$ cat src/rtl/spi_pkg.sv
// Shared constants and types for the SPI target and its CRC helper.
package spi_pkg;

    localparam logic [15:0] CRC16_POLY        = 16'h1021;
    localparam logic [15:0] CRC16_INIT        = 16'h0000;
    localparam logic [7:0]  IDLE_BYTE_DEFAULT = 8'hFF;

    typedef enum logic {
        DESELECTED = 1'b0,
        SELECTED   = 1'b1
    } spi_state_t;

endpackage

$ cat src/rtl/crc16_byte.sv
// Combinational CRC-16 (poly 0x1021) advance by one byte, MSB first.
module crc16_byte
    import spi_pkg::*;
(
    input  logic [15:0] crc,
    input  logic [7:0]  data,
    output logic [15:0] crc_next
);

    always_comb begin
        crc_next = crc;
        for (int i = 7; i >= 0; i--) begin
            if (crc_next[15] ^ data[i])
                crc_next = {crc_next[14:0], 1'b0} ^ CRC16_POLY;
            else
                crc_next = {crc_next[14:0], 1'b0};
        end
    end

endmodule

$ cat src/rtl/spi_target.sv
// SPI mode-0 target: oversampled sclk/mosi/_ss, byte rx/tx with running CRC-16.
//
// state      | meaning
// -----------+------------------------------------------------
// DESELECTED | synchronised _ss high; sclk edges ignored
// SELECTED   | synchronised _ss low; shifting on sclk edges
module spi_target
    import spi_pkg::*;
#(
    parameter logic [7:0] IDLE_BYTE   = IDLE_BYTE_DEFAULT,
    parameter int         SYNC_STAGES = 2
) (
    input  logic        clk,
    input  logic        _reset,
    input  logic        sclk,
    input  logic        mosi,
    input  logic        _ss,
    output logic        miso,
    output logic        miso_oe,
    output logic [7:0]  rx_data,
    output logic        rx_valid,
    input  logic [7:0]  tx_data,
    input  logic        tx_valid,
    output logic        tx_ack,
    output logic        tx_underrun,
    output logic        frame_err,
    input  logic        crc_reset,
    output logic [15:0] crc_out,
    output logic        busy
);

    logic [SYNC_STAGES-1:0] sclk_sync, mosi_sync, ss_sync;
    logic                   sclk_d, ss_d;

    always_ff @(posedge clk or negedge _reset) begin
        if (!_reset) begin
            sclk_sync <= '0;
            mosi_sync <= '0;
            ss_sync   <= '1;
            sclk_d    <= 1'b0;
            ss_d      <= 1'b1;
        end else begin
            sclk_sync <= {sclk_sync[SYNC_STAGES-2:0], sclk};
            mosi_sync <= {mosi_sync[SYNC_STAGES-2:0], mosi};
            ss_sync   <= {ss_sync[SYNC_STAGES-2:0], _ss};
            sclk_d    <= sclk_sync[SYNC_STAGES-1];
            ss_d      <= ss_sync[SYNC_STAGES-1];
        end
    end

    logic sclk_s, mosi_s, ss_s;
    logic sclk_rise, sclk_fall, ss_rise, ss_fall;

    assign sclk_s    = sclk_sync[SYNC_STAGES-1];
    assign mosi_s    = mosi_sync[SYNC_STAGES-1];
    assign ss_s      = ss_sync[SYNC_STAGES-1];
    assign sclk_rise = sclk_s & ~sclk_d;
    assign sclk_fall = ~sclk_s & sclk_d;
    assign ss_rise   = ss_s & ~ss_d;
    assign ss_fall   = ~ss_s & ss_d;

    spi_state_t  state;
    logic [2:0]  bit_cnt;
    logic [7:0]  rx_shift;
    logic [7:0]  tx_shift;
    logic        load_pending;

    logic [7:0]  tx_load_byte;
    logic [7:0]  rx_byte_next;
    logic [15:0] crc_calc;

    assign tx_load_byte = tx_valid ? tx_data : IDLE_BYTE;
    assign rx_byte_next = {rx_shift[6:0], mosi_s};

    crc16_byte u_crc (
        .crc      (crc_out),
        .data     (rx_byte_next),
        .crc_next (crc_calc)
    );

    always_ff @(posedge clk or negedge _reset) begin
        if (!_reset) begin
            state        <= DESELECTED;
            bit_cnt      <= 3'd0;
            rx_shift     <= 8'h00;
            tx_shift     <= 8'hFF;
            load_pending <= 1'b0;
            miso         <= 1'b1;
            miso_oe      <= 1'b0;
            busy         <= 1'b0;
            rx_data      <= 8'h00;
            rx_valid     <= 1'b0;
            tx_ack       <= 1'b0;
            tx_underrun  <= 1'b0;
            frame_err    <= 1'b0;
            crc_out      <= CRC16_INIT;
        end else begin
            rx_valid    <= 1'b0;
            tx_ack      <= 1'b0;
            tx_underrun <= 1'b0;
            frame_err   <= 1'b0;
            if (crc_reset)
                crc_out <= CRC16_INIT;

            case (state)
                DESELECTED: begin
                    if (ss_fall) begin
                        state        <= SELECTED;
                        bit_cnt      <= 3'd0;
                        load_pending <= 1'b0;
                        tx_shift     <= tx_load_byte;
                        miso         <= tx_load_byte[7];
                        tx_ack       <= tx_valid;
                        tx_underrun  <= ~tx_valid;
                        miso_oe      <= 1'b1;
                        busy         <= 1'b1;
                    end
                end

                SELECTED: begin
                    if (sclk_rise) begin
                        rx_shift <= rx_byte_next;
                        bit_cnt  <= bit_cnt + 3'd1;
                        if (bit_cnt == 3'd7) begin
                            rx_data      <= rx_byte_next;
                            rx_valid     <= 1'b1;
                            crc_out      <= crc_reset ? CRC16_INIT : crc_calc;
                            load_pending <= 1'b1;
                        end
                    end

                    // Deselect outranks a coincident sclk fall, so a master that drops
                    // sclk and raises _ss together does not trigger an extra load.
                    if (ss_rise) begin
                        if (sclk_rise ? (bit_cnt != 3'd7) : (bit_cnt != 3'd0))
                            frame_err <= 1'b1;
                        state        <= DESELECTED;
                        bit_cnt      <= 3'd0;
                        load_pending <= 1'b0;
                        miso_oe      <= 1'b0;
                        busy         <= 1'b0;
                    end else if (sclk_fall) begin
                        if (load_pending) begin
                            tx_shift     <= tx_load_byte;
                            miso         <= tx_load_byte[7];
                            tx_ack       <= tx_valid;
                            tx_underrun  <= ~tx_valid;
                            load_pending <= 1'b0;
                        end else begin
                            tx_shift <= {tx_shift[6:0], 1'b0};
                            miso     <= tx_shift[6];
                        end
                    end
                end

                default: state <= DESELECTED;
            endcase
        end
    end

endmodule

$ cat config.mk
export PLATFORM = sky130hd
export DESIGN_NAME = spi_target
export DESIGN_NICKNAME = d
export VERILOG_FILES = /design/src/rtl/spi_pkg.sv /design/src/rtl/crc16_byte.sv /design/src/rtl/spi_target.sv
export SDC_FILE = /design/constraint.sdc
export NUM_CORES = 1
export LEC_CHECK = 0
export CAP_MARGIN = 20
export CORE_ASPECT_RATIO = 0.5
export CORE_UTILIZATION = 55
export CTS_CLUSTER_SIZE = 10
export DETAILED_ROUTE_END_ITERATION = 7
export PLACE_DENSITY = 0.9
export SETUP_SLACK_MARGIN = 0.4
export SLEW_MARGIN = 20
export SYNTH_ARGS = -nofsm -noshare
export SYNTH_HDL_FRONTEND = slang
export SYNTH_SLANG_ARGS = --single-unit
$ cat constraint.sdc
create_clock -name clk -period 4.2 [get_ports clk]
set_clock_uncertainty 0.1 [all_clocks]
set_input_delay 0.63 -clock clk [delete_from_list [all_inputs] [get_ports clk]]
set_output_delay 0.63 -clock clk [all_outputs]
set_load 0.02 [all_outputs]
# --- Word level (Yosys, flattened, before mapping) ---
# Index checks and enable logic that the tools add are counted.
# W data, S select, Z words.
op_classes:
  reduce_logical: 6
  n_addsub: 1
  n_bitwise: 26
  mux: 58
  eq_ne: 7
op_table:
  columns: ["cell", "count"]
  rows:
  - ["$mux W13", 8]
  - ["$mux W16", 5]
  - ["$mux W1", 29]
  - ["$mux W7", 4]
  - ["$not A3 Y3", 8]
  - ["$pmux W7 S2", 1]
  - ["$pmux W1 S2", 6]
  - ["$mux W3", 3]
  - ["$mux W8", 1]
  - ["$ne A2 B2 Y1 const B", 4]
  - ["$xor A1 B1 Y1", 8]
  - ["$ne A3 B3 Y1 const B", 2]
  - ["$not A1 Y1", 6]
  - ["$pmux W3 S2", 1]
  - ["$reduce_and A2 Y1", 3]
  - ["$reduce_and A3 Y1", 2]
  - ["$and A1 B1 Y1", 4]
  - ["$add A3 B1 Y3 const B", 1]
  - ["$eq A3 B3 Y1 const B", 1]
  - ["$reduce_bool A3 Y1", 1]
word_totals:
  input_bits: 15
  register_bits: 57
  output_inout_bits: 31

# --- Depth between registers and ports, before layout ---
# Gate-level depths: netlist (run 1).
depth:
  depth_word: 20
  depth_mapped: 7
  depth_no_buf: 5

# --- By module ---
# Synthesis (run 1) repeated with hierarchy kept, for this count alone.
unflattened:
  hier_cells: 239
  area_unflattened_um2: 2745.1
modules_own_cells:
  columns: ["mod", "area_each_um2", "n_inst", "seq_area_each_um2", "cells_per_inst"]
  rows:
  - ["spi_target", 2357.3, 1, 1440.1, 214]
  - ["crc16_byte", 387.9, 1, 0.0, 25]

# --- Worst setup path before layout (run 1) ---
# Ideal clock, no wire load.
synth_path:
  path_type: "register to register"
  start: "reg bit_cnt[0]"
  end: "reg rx_data[2]"
  path_stages_with_launch: 7
  setup_slack_ns: 2.459
  path_buffers: 2
  required_ns: 3.975
  setup_ns: 0.125
  t_arrival_ns: 1.517
  path_cell_list: "dfrtp_1 > ha_1 > ha_1 > and4b_1 > buf_2 > buf_2 > mux2_2"
synth_between:
  elab_chain_cells: 2
synth_lines:
  columns: ["item", "line_no", "source"]
  rows:
  - ["start, declared", "spi_target.sv:63", "logic [2:0] bit_cnt;"]
  - ["start signal, assigned", "spi_target.sv:123", "bit_cnt <= bit_cnt + 3'd1;"]
  - ["$eq A3 B3 Y1", "spi_target.sv:124", "if (bit_cnt == 3'd7) begin"]
  - ["$reduce_and A3 Y1 (no source line)", null, null]
  - ["end signal, assigned", "spi_target.sv:125", "rx_data <= rx_byte_next;"]
  - ["end, declared", "spi_target.sv:20", "output logic [7:0] rx_data,"]
# No other way between the ends.
# A chain may end at the register's enable or synchronous reset.

# --- Worst setup path in the final report (run 1) ---
layout_path:
  start: "reg crc_out[12]"
  end: "out crc_out[12]"
layout_rtl:
  columns: ["item", "line_no", "source"]
  rows:
  - ["start, declared", "spi_target.sv:28", "output logic [15:0] crc_out,"]
  - ["start signal, assigned", "spi_target.sv:127", "crc_out <= crc_reset ? CRC16_INIT : crc_calc;"]
# No word-level cell between the ends.

==> impl_metrics.py, run 1 <==
metrics = {
    "status": {
        "status": "completed",
    },
    "logic_synthesis": {
        "synth_area_leaders": "dfrtp_1, dfstp_2, mux2_2",
        "synth_edf_count": 0,
        "synthCells": 204,
        "synth_seq_cells": 57,
        "yosys-top-cells-count": "dfrtp_1, mux2_2, nor2_1, nand2b_1, mux2i_1",
        "yosys.cell_count.top_type": "dfrtp_1",
        "avgSynthCellArea_um2": 13.6,
        "seq_area_frac_synth_pct": 51.9,
        "synth_top_area_share_pct": 41.5,
        "yosysWarnings": 0,
        "yosys_most_used_dff": "dfrtp_1",
        "postSynth.asyncResetShare_pct": 100,
        "yosysUniqueCellTypes": 32,
        "synth_area_leader_cell": "dfrtp_1",
        "synth_area_um2": 2780,
        "synth_nets": 222,
    },
    "placed_design": {
        "post-place-ws_ns": 1.81,
        "dp_hpwl_mm": 3.44,
        "post_dp_cell_area_um2": 3270,
        "port-buffer-count": 45,
        "place_congestion": 0.794,
    },
    "cts": {
        "cts_setup_buffers": 0,
        "clock_sinks": 57,
        "numCtsBuffers": 9,
        "cts.clk_slew.worst_paths_ns": 0.06,
        "clock_latency_ns": 0.32,
        "h-tree-depth": 3,
        "cts_tree": "done",
        "cts_resized": 0,
        "postCtsHoldBufs": 0,
        "clock_path_buffers": 2,
        "clockRootBuffer": "clkbuf_8",
    },
    "grt": {
        "grt.total_usage_pct": 22.0,
        "grt_start_max_net_pins": 45,
        "grt_pass1_wl_mm": 8.49,
        "antenna_found_initial": 0,
        "met1_usage_pct": 29.0,
        "use_met3_pct": 5.33,
        "grtUsageMet2_pct": 36.9,
        "grt_pass1_vias": 1708,
        "top_usage_layer": "met2",
        "grt-ovfl-total": 0,
    },
    "route": {
        "wl_mm": 5.24,
        "ant_nets": 0,
        "avgRoutedWirePerCell_um": 16.2,
        "vias": 1693,
        "drc_errors": 0,
        "first_iter_violations": 79,
        "vias_per_cell": 5.23,
        "first_pass_iters": 5,
    },
    "die": {
        "boundaryPins": 46,
        "rows": 17,
        "die_x_um": 102,
        "start_util_pct": 60.2,
        "die_y_um": 52.2,
        "die_area_um2": 5350,
        "core_area_um2": 4620,
    },
    "finish": {
        "drive_gt1_share_pct": 24.0,
        "post-route-util_pct": 76.2,
        "design_area_um2": 3520,
        "syn_to_final_growth_pct": 26.7,
        "fin_nets": 271,
        "n_antenna_cell": 0,
    },
    "sta": {
        "timing.hold.ws_ns": 0.246,
        "finalSetupTns_ns": 0,
        "hold_viol": 0,
        "slew_violations": 0,
        "rsz0062_at_grt": "false",
        "setup_ws_ns": 2.02,
        "finalCritPeriodShare_pct": 51.9,
        "worstMarginPinSlew_ns": 0.924,
        "slew_headroom_pct": 38.4,
        "setup_viol_count_final": 0,
        "max_clock_freq_mhz": 459,
        "min_period_ns": 2.18,
    },
    "setup_path": {
        "critPathKind": "reg -> out",
        "critical_path_required_ns": 3.47,
        "cp_cell_sequence": "clkdlybuf4s50_1",
        "cp_data_arrival_time_ns": 1.45,
        "cp_max_fo": 4,
        "path_buf_inv": 1,
        "cpLargestDelayFamily": "buffers and inverters",
        "start_kind": "flip-flop",
        "max_stage_delay_ns": 0.65,
        "slowest_stage": "clkdlybuf4s50_1",
        "worstSetupEndpointType": "primary output",
    },
    "worst_hold_path": {
        "hp-class": "reg -> reg",
    },
    "flow_run": {
        "drv_cap": 0,
    },
    "pwr": {
        "power_density_nw_per_um2": 517,
        "leakagePower_uw": 0.00160,
        "ir_drop_uv": 340,
    },
}
-- state kept, by name, summed over array words and instances, names as in the netlist --
register      flops
sclk_sync         2
sclk_d            1
crc_out          16
ss_sync           2
ss_d              1
tx_ack            1
state             1
bit_cnt           3
rx_valid          1
miso              1
rx_shift          7
mosi_sync         2
rx_data           8
busy              1
load_pending      1
frame_err         1
tx_shift          7
tx_underrun       1
-- worst paths after layout --
kind	startpoint	end	slack (ns)	depth (start not counted)
setup / recovery	crc_out[12]	crc_out[12]	2.02	1
hold / removal	sclk_sync[0]	sclk_sync[1]	0.25	0
setup reg to reg	bit_cnt[1]	crc_out[5]	2.13	6
hold reg to reg	sclk_sync[0]	sclk_sync[1]	0.25	0
max in group asynchronous	_reset	tx_shift[2]	2.84	2
min in group asynchronous	_reset	crc_out[3]	0.34	1
-- report_power, final --
group / total, uW / internal [uW] / switching, uW
combinational: 468 / 292 / 176
sequential: 734 / 650 / 83.8
clock: 618 / 407 / 211
-- placed cells by master (no fill, tap or decap) --
cell type and instances:
dfrtp_1 46, clkdlybuf4s50_1 44, mux2_2 22, nor2_1 16, nand2b_1 14, mux2i_1 13
dfstp_2 11, clkbuf_8 10, xnor2_1 9, inv_1 7, a211oi_1 6, xnor3_1 6
o22ai_1 5, nor2b_1 5, xor3_1 4, nand3b_1 4, o21ai_0 4, xnor2_2 3
nand2_1 3, a211oi_2 3, ha_1 3, clkinv_2 3, bufinv_16 3, a21oi_1 2
buf_4 2, and4b_2 1, xnor3_4 1, xor3_4 1, nor3b_1 1, a41oi_1 1
xor2_1 1, and3b_1 1, a311oi_1 1, a31oi_4 1, buf_2 1
-- stage by stage --
step | std cells | power [uW]
after floorplan | 204 | 1090
after global placement | 308 | 1180
after detailed placement | 308 | 1200
after CTS | 324 | 1830
after global routing | 324 | 1900
final | 324 | 1820
-- metal layers --
layer  routed length [um]  share of wire (%)  vias to the layer above
li1                     -                  -                      804
met2                 2580                 49                       44
met1                 2380                 45                      840
met5                    0                  0                        -
met4                   40               0.76                        0
met3                  239                4.6                        5
-- final cells by class --
class                      instances  area, um2
tap                               66       82.6
clock inverter                     6        105
inverter                           7       26.3
multi-input combinational        131       1270
sequential                        57       1440
fill                             290       1100
clock buffer                      10        138
timing repair buffer              47        460
-- cells by family (layout without fill, tap and decap cells) --
| group | after synthesis | after routing | synth area share, % |
|---|---|---|---|
| flops | 57 | 57 | 51.9 |
| simple gates | 45 | 45 | 8.88 |
| compound gates | 23 | 23 | 6.58 |
| mux | 35 | 35 | 13.6 |
| fa+ha+maj | 3 | 3 | 1.35 |
| buf+inv | 16 | 70 | 2.57 |
| xor+xnor | 25 | 25 | 15.1 |
Note: power is estimated with default switching activity, not from simulation.
==> run 2, diff against run 1 <==
Settings changed: CORE_UTILIZATION 55 to 53, PLACE_DENSITY 0.9 to 0.87.
Clock period 4.2 ns to 2.2 ns, I/O delays scaled along.
==> run 2 against run 1 <==
Clock power increased by 58%. Combinational power increased by 90%. Final area grew 4.1%. Power is 79% higher. Worst setup slack lost 1.6 ns. Critical path depth is 2 higher. Cell count rose by 3.4%. Sequential cell count is the same. Die area rose by 3.7%. First-iteration DRC count down 27%. Register-to-register slack got worse by 1.7 ns. Critical path type is now reg -> reg. Critical endpoint is now crc_out[7]. Largest power group unchanged.
==> impl_metrics.py, run 2 (synthesis gave the netlist of run 1 again) <==
metrics = {
    "status": {
        "status": "completed",
    },
    "die": {
        "rows": 18,
        "die_area_um2": 5550,
        "core_area_um2": 4980,
        "die_y_um": 53.2,
        "boundaryPins": 46,
        "start_util_pct": 55.8,
        "die_x_um": 104,
    },
    "setup_path": {
        "start_kind": "flip-flop",
        "cp_data_arrival_time_ns": 1.91,
        "worstSetupEndpointType": "flip-flop",
        "cp-endpoint": "crc_out[7]",
        "worstReg2RegEnd": "crc_out[7]",
        "critPathKind": "reg -> reg",
        "r2r-start": "rx_shift[1]",
        "r2r_setup_slack_ns": 0.44,
        "cp_max_fo": 4,
        "critical_path_required_ns": 2.35,
        "critPathLaunch": "rx_shift[1]",
        "rr_worst_depth": 3,
    },
    "finish": {
        "nFillCells": 330,
        "reg.largest.list": "crc_out (16), rx_data (8)",
        "largest_reg_flops": 16,
        "drive_gt1_share_pct": 26.4,
        "layout_common_cells": "dfrtp_1, clkdlybuf4s50_1, mux2_2",
        "multi_input_area_um2": 1300,
        "fin_nets": 278,
        "top_register": "crc_out",
        "ff_latch_area_um2": 1440,
        "syn_to_final_growth_pct": 31.9,
        "final_common_cell": "dfrtp_1",
        "n_antenna_cell": 0,
        "final_cells": 335,
    },
    "worst_hold_path": {
        "hp-class": "reg -> reg",
        "hold_depth": 0,
    },
    "route": {
        "wl_mm": 5.57,
        "wl_met3_um": 311,
        "vias_per_cell": 5.32,
        "ant_nets": 0,
        "avgRoutedWirePerCell_um": 16.6,
        "routed.top_layer": "met4",
        "detail_route.wirelength.met1_mm": 2.58,
        "drc_errors": 0,
        "first_iter_violations": 58,
        "wl_met2_mm": 2.65,
        "vias": 1781,
        "first_pass_iters": 4,
    },
    "grt": {
        "grt_pass1_vias": 1723,
        "grt_start_max_net_pins": 35,
        "grt.total_usage_pct": 21.1,
        "antenna_found_initial": 0,
        "grt_pass1_wl_mm": 8.56,
        "grt-ovfl-total": 0,
    },
    "sta": {
        "min_period_ns": 1.76,
        "slew_headroom_pct": 58.5,
        "finalCritPeriodShare_pct": 79.9,
        "hold_viol": 0,
        "rsz0062_at_grt": "false",
        "max_clock_freq_mhz": 569,
        "finalSetupTns_ns": 0,
        "slew_violations": 0,
        "setup_viol_count_final": 0,
        "worstMarginPinSlew_ns": 0.623,
        "timing.hold.ws_ns": 0.248,
    },
    "cts": {
        "clock_path_buffers": 2,
        "clockRootBuffer": "clkbuf_8",
        "clock_sinks": 57,
        "cts.clk_slew.worst_paths_ns": 0.07,
        "h-tree-depth": 3,
        "clock_latency_ns": 0.33,
        "numCtsBuffers": 9,
        "cts_tree": "done",
    },
    "pwr": {
        "seq_power_share_pct": 42.9,
        "p_int_uw": 2380,
        "leakagePower_uw": 0.00184,
        "p_sw_uw": 883,
        "switching_share_pct": 27.1,
        "power_density_nw_per_um2": 891,
        "ir_drop_uv": 457,
        "clockPowerShare_pct": 29.9,
        "combPwrFrac_pct": 27.2,
    },
    "placed_design": {
        "place_congestion": 0.762,
        "port-buffer-count": 45,
        "dp_cells": 314,
        "dp_hpwl_mm": 3.42,
    },
    "flow_run": {
        "drv_cap": 0,
    },
}
-- run 2: cell types whose count changed in the layout (fill, tap and decap cells not counted), moves of 2 or more --
cell             change
ha_4                 +2
clkbuf_16            +3
dlygate4sd2_1        +8
buf_12               +2
ha_1                 -2
clkdlybuf4s50_1     -19
dlymetal6s2s_1      +11
clkbuf_1             +2
bufinv_16            -2
-- run 2: worst min-delay path by stage --
stage / start / endpoint / slack, ns
6_report: sclk_sync[0] / sclk_sync[1] / 0.25
5_1_grt: mosi_sync[0] / mosi_sync[1] / 0.26
4_1_cts: sclk_sync[0] / sclk_sync[1] / 0.25
3_5_place_dp: sclk_sync[0] / sclk_sync[1] / 0.24
3_3_place_gp: sclk_sync[0] / sclk_sync[1] / 0.23
2_1_floorplan: _reset / bit_cnt[0] / -0.07
-- run 2: worst max-delay path, stage by stage (launching register included) --
cell and delay [ns]:
dfrtp_1 0.42, xnor2_1 0.47, xor3_1 0.45, a211oi_2 0.23
-- run 2: routing by layer --
metal  vias to the layer above  global-route usage (%)
met5                         -                       0
met4                         0                    3.57
met3                         4                    8.62
met2                        56                    36.3
met1                       901                    25.8
li1                        820                       -
-- run 2: per-stage QoR --
| stage | utilization (%) | worst slack (ns) | total power [uW] | area (um2) |
|---|---|---|---|---|
| after detailed placement | 66.7 | 0.431 | 2290 | 3320 |
| after floorplan | - | 0.459 | 2080 | 2780 |
| after global placement | 66.7 | 0.475 | 2260 | 3320 |
| after global routing | 73.6 | 0.390 | 3430 | 3660 |
| after CTS | 70.8 | 0.403 | 3290 | 3530 |
| final | 73.6 | 0.442 | 3260 | 3660 |
-- run 2: cell type report --
type | count | area share, %
clock buffer | 13 | 4.34
clock inverter | 3 | 1.09
inverter | 7 | 0.718
multi-input combinational | 131 | 35.4
sequential | 57 | 39.4
tap | 70 | 2.39
timing repair buffer | 54 | 16.7
-- run 2: repair_timing --
action / 4_1_cts / 5_1_grt
gates cloned: 0 / 3
endpoints found under the setup margin: 9 / 24
buffers inserted: 1 / 0
gates resized for setup: 8 / 19
pin swaps: 1 / 1
hold buffers: 1 / 0
hold endpoints to repair: 15 / 0
-- run 2: power groups by stage --
stage,Combinational (uW),Sequential [uW],Clock (uW)
6_report,888,1400,975
5_1_grt,950,1420,1050
4_1_cts,889,1400,1000
3_5_place_dp,878,1410,0
3_3_place_gp,862,1400,0
2_1_floorplan,707,1380,0
==> run 3, diff against run 2 <==
Clock period 2.2 ns to 1.7 ns, I/O delays scaled along.
==> run 3 against run 2 <==
Register-to-register slack got worse by 0.48 ns. Largest power group unchanged. Critical path type unchanged. The flow now finishes with violations (negative setup slack). Worst setup slack got worse by 0.48 ns. Non-clock buffer count up 29.
==> impl_metrics.py, run 3 (synthesis gave the netlist of run 1 again) <==
metrics = {
    "status": {
        "status": "complete, but fails checks",
        "violations": "negative setup slack",
    },
    "route": {
        "ant_nets": 0,
        "wl_mm": 6.72,
        "vias": 1935,
        "vias_per_cell": 5.32,
        "first_iter_violations": 50,
        "first_pass_iters": 4,
        "drc_errors": 0,
        "avgRoutedWirePerCell_um": 18.4,
    },
    "setup_path": {
        "critPathKind": "reg -> reg",
        "critical_path_required_ns": 1.83,
        "r2r-start": "bit_cnt[1]",
        "worstSetupEndpointType": "flip-flop",
        "max_stage_delay_ns": 0.38,
        "cp_max_fo": 8,
        "critPathLaunch": "bit_cnt[1]",
        "start_kind": "flip-flop",
        "cp_data_arrival_time_ns": 1.88,
        "cp_cell_sequence": "ha_2 -> ha_4 -> and4b_2 -> buf_12 -> buf_16 -> mux2i_1 -> nor2_1",
        "slowest_stage": "dfrtp_1",
    },
    "sta": {
        "finalSetupTns_ns": -0.149,
        "worstMarginPinSlew_ns": 0.472,
        "setup_viol_count_final": 10,
        "slew_violations": 0,
        "hold_viol": 0,
        "timing.hold.ws_ns": 0.232,
        "setup_ws_ns": -0.0420,
        "max_clock_freq_mhz": 574,
        "rsz0062_at_grt": "true",
        "slew_headroom_pct": 68.3,
        "min_period_ns": 1.74,
        "finalCritPeriodShare_pct": 102,
    },
    "grt": {
        "antenna_found_initial": 0,
        "use_met3_pct": 7.51,
        "grt_pass1_wl_mm": 9.68,
        "grt_start_max_net_pins": 45,
        "grtUsageMet2_pct": 40.8,
        "grt.total_usage_pct": 24.6,
        "grt_pass1_vias": 1894,
        "met1_usage_pct": 30.2,
        "top_usage_layer": "met2",
        "grt-ovfl-total": 0,
    },
    "finish": {
        "fin_nets": 307,
        "top_register": "crc_out",
        "n_antenna_cell": 0,
        "design_area_um2": 4050,
        "layout_common_cells": "dfrtp_1, buf_4, buf_2",
        "final_common_cell": "dfrtp_1",
        "drive_gt1_share_pct": 55.8,
        "largest_reg_flops": 16,
        "syn_to_final_growth_pct": 45.7,
        "reg.largest.list": "crc_out (16), rx_data (8)",
    },
    "worst_hold_path": {
        "hp-class": "in -> reg",
        "min_from": "_ss",
    },
    "pwr": {
        "leakagePower_uw": 0.00197,
        "power_density_nw_per_um2": 1140,
        "ir_drop_uv": 684,
    },
    "placed_design": {
        "post_dp_cell_area_um2": 3470,
        "port-buffer-count": 45,
        "place_congestion": 0.822,
        "dp_hpwl_mm": 3.54,
    },
    "die": {
        "die_x_um": 104,
        "core_area_um2": 4980,
        "rows": 18,
        "die_y_um": 53.2,
        "die_area_um2": 5550,
        "start_util_pct": 55.8,
        "boundaryPins": 46,
    },
    "cts": {
        "cts_tree": "done",
        "clockRootBuffer": "clkbuf_8",
        "clock_path_buffers": 2,
        "clock_latency_ns": 0.34,
        "h-tree-depth": 3,
        "numCtsBuffers": 9,
        "cts.clk_slew.worst_paths_ns": 0.07,
        "clock_sinks": 57,
    },
    "flow_run": {
        "drv_cap": 0,
    },
}
==> run 3: final cells by class <==
cell class	instances	area [um2]
timing repair buffer	83	781
multi-input combinational	131	1500
clock buffer	13	159
tap	70	87.6
sequential	57	1450
inverter	7	26.3
fill	252	932
clock inverter	3	40.0
==> run 3: report_power, final <==
group / internal, uW / switching, uW
Combinational: 936 / 562
Sequential: 1610 / 212
Clock: 753 / 546
Total: 3300 / 1320
==> run 3: routing by layer <==
metal | part of all wire [%] | up-vias
li1 | - | 882
met5 | 0 | -
met2 | 47 | 51
met3 | 4.0 | 13
met1 | 47 | 989
met4 | 2.0 | 0
==> run 3: final timing paths <==
kind / endpoint / slack, ns / cells past startpoint
min: ss_sync[0] / 0.23 / 1
max reg2reg: crc_out[11] / -0.04 / 7
max in group asynchronous: ss_sync[0] / 0.67 / 3
min reg2reg: mosi_sync[1] / 0.26 / 0
min in group asynchronous: tx_underrun / 0.25 / 2
max: crc_out[11] / -0.04 / 7
==> run 3: timing repair <==
| action | in CTS | in global routing |
|---|---|---|
| endpoints found under the hold margin | 13 | 0 |
| gates resized for setup | 168 | 32 |
| pin swaps | 5 | 8 |
| gates cloned | 3 | 0 |
| setup buffers | 11 | 10 |
| setup endpoints to repair | 75 | 62 |
| hold buffers | 1 | 0 |
==> run 3: worst max-delay path, delay by kind of cell (launching register included) <==
family                     cells  cell delay [ns]
adders and majority gates      2             0.35
buffers and inverters          2             0.29
DFF                            1             0.38
muxes                          1             0.18
and+or+nand+nor                2             0.33
==> run 3: per-stage QoR <==
stage               cells  power [uW]  utilization (%)  setup WS [ns]
floorplan             204        2810                -         0.0571
global placement      323        3100             69.8         0.0328
detailed placement    323        3150             69.8        -0.0305
CTS                   354        4520             77.7       -0.00368
global route          364        4790             81.3         -0.104
finish                364        4620             81.3        -0.0420
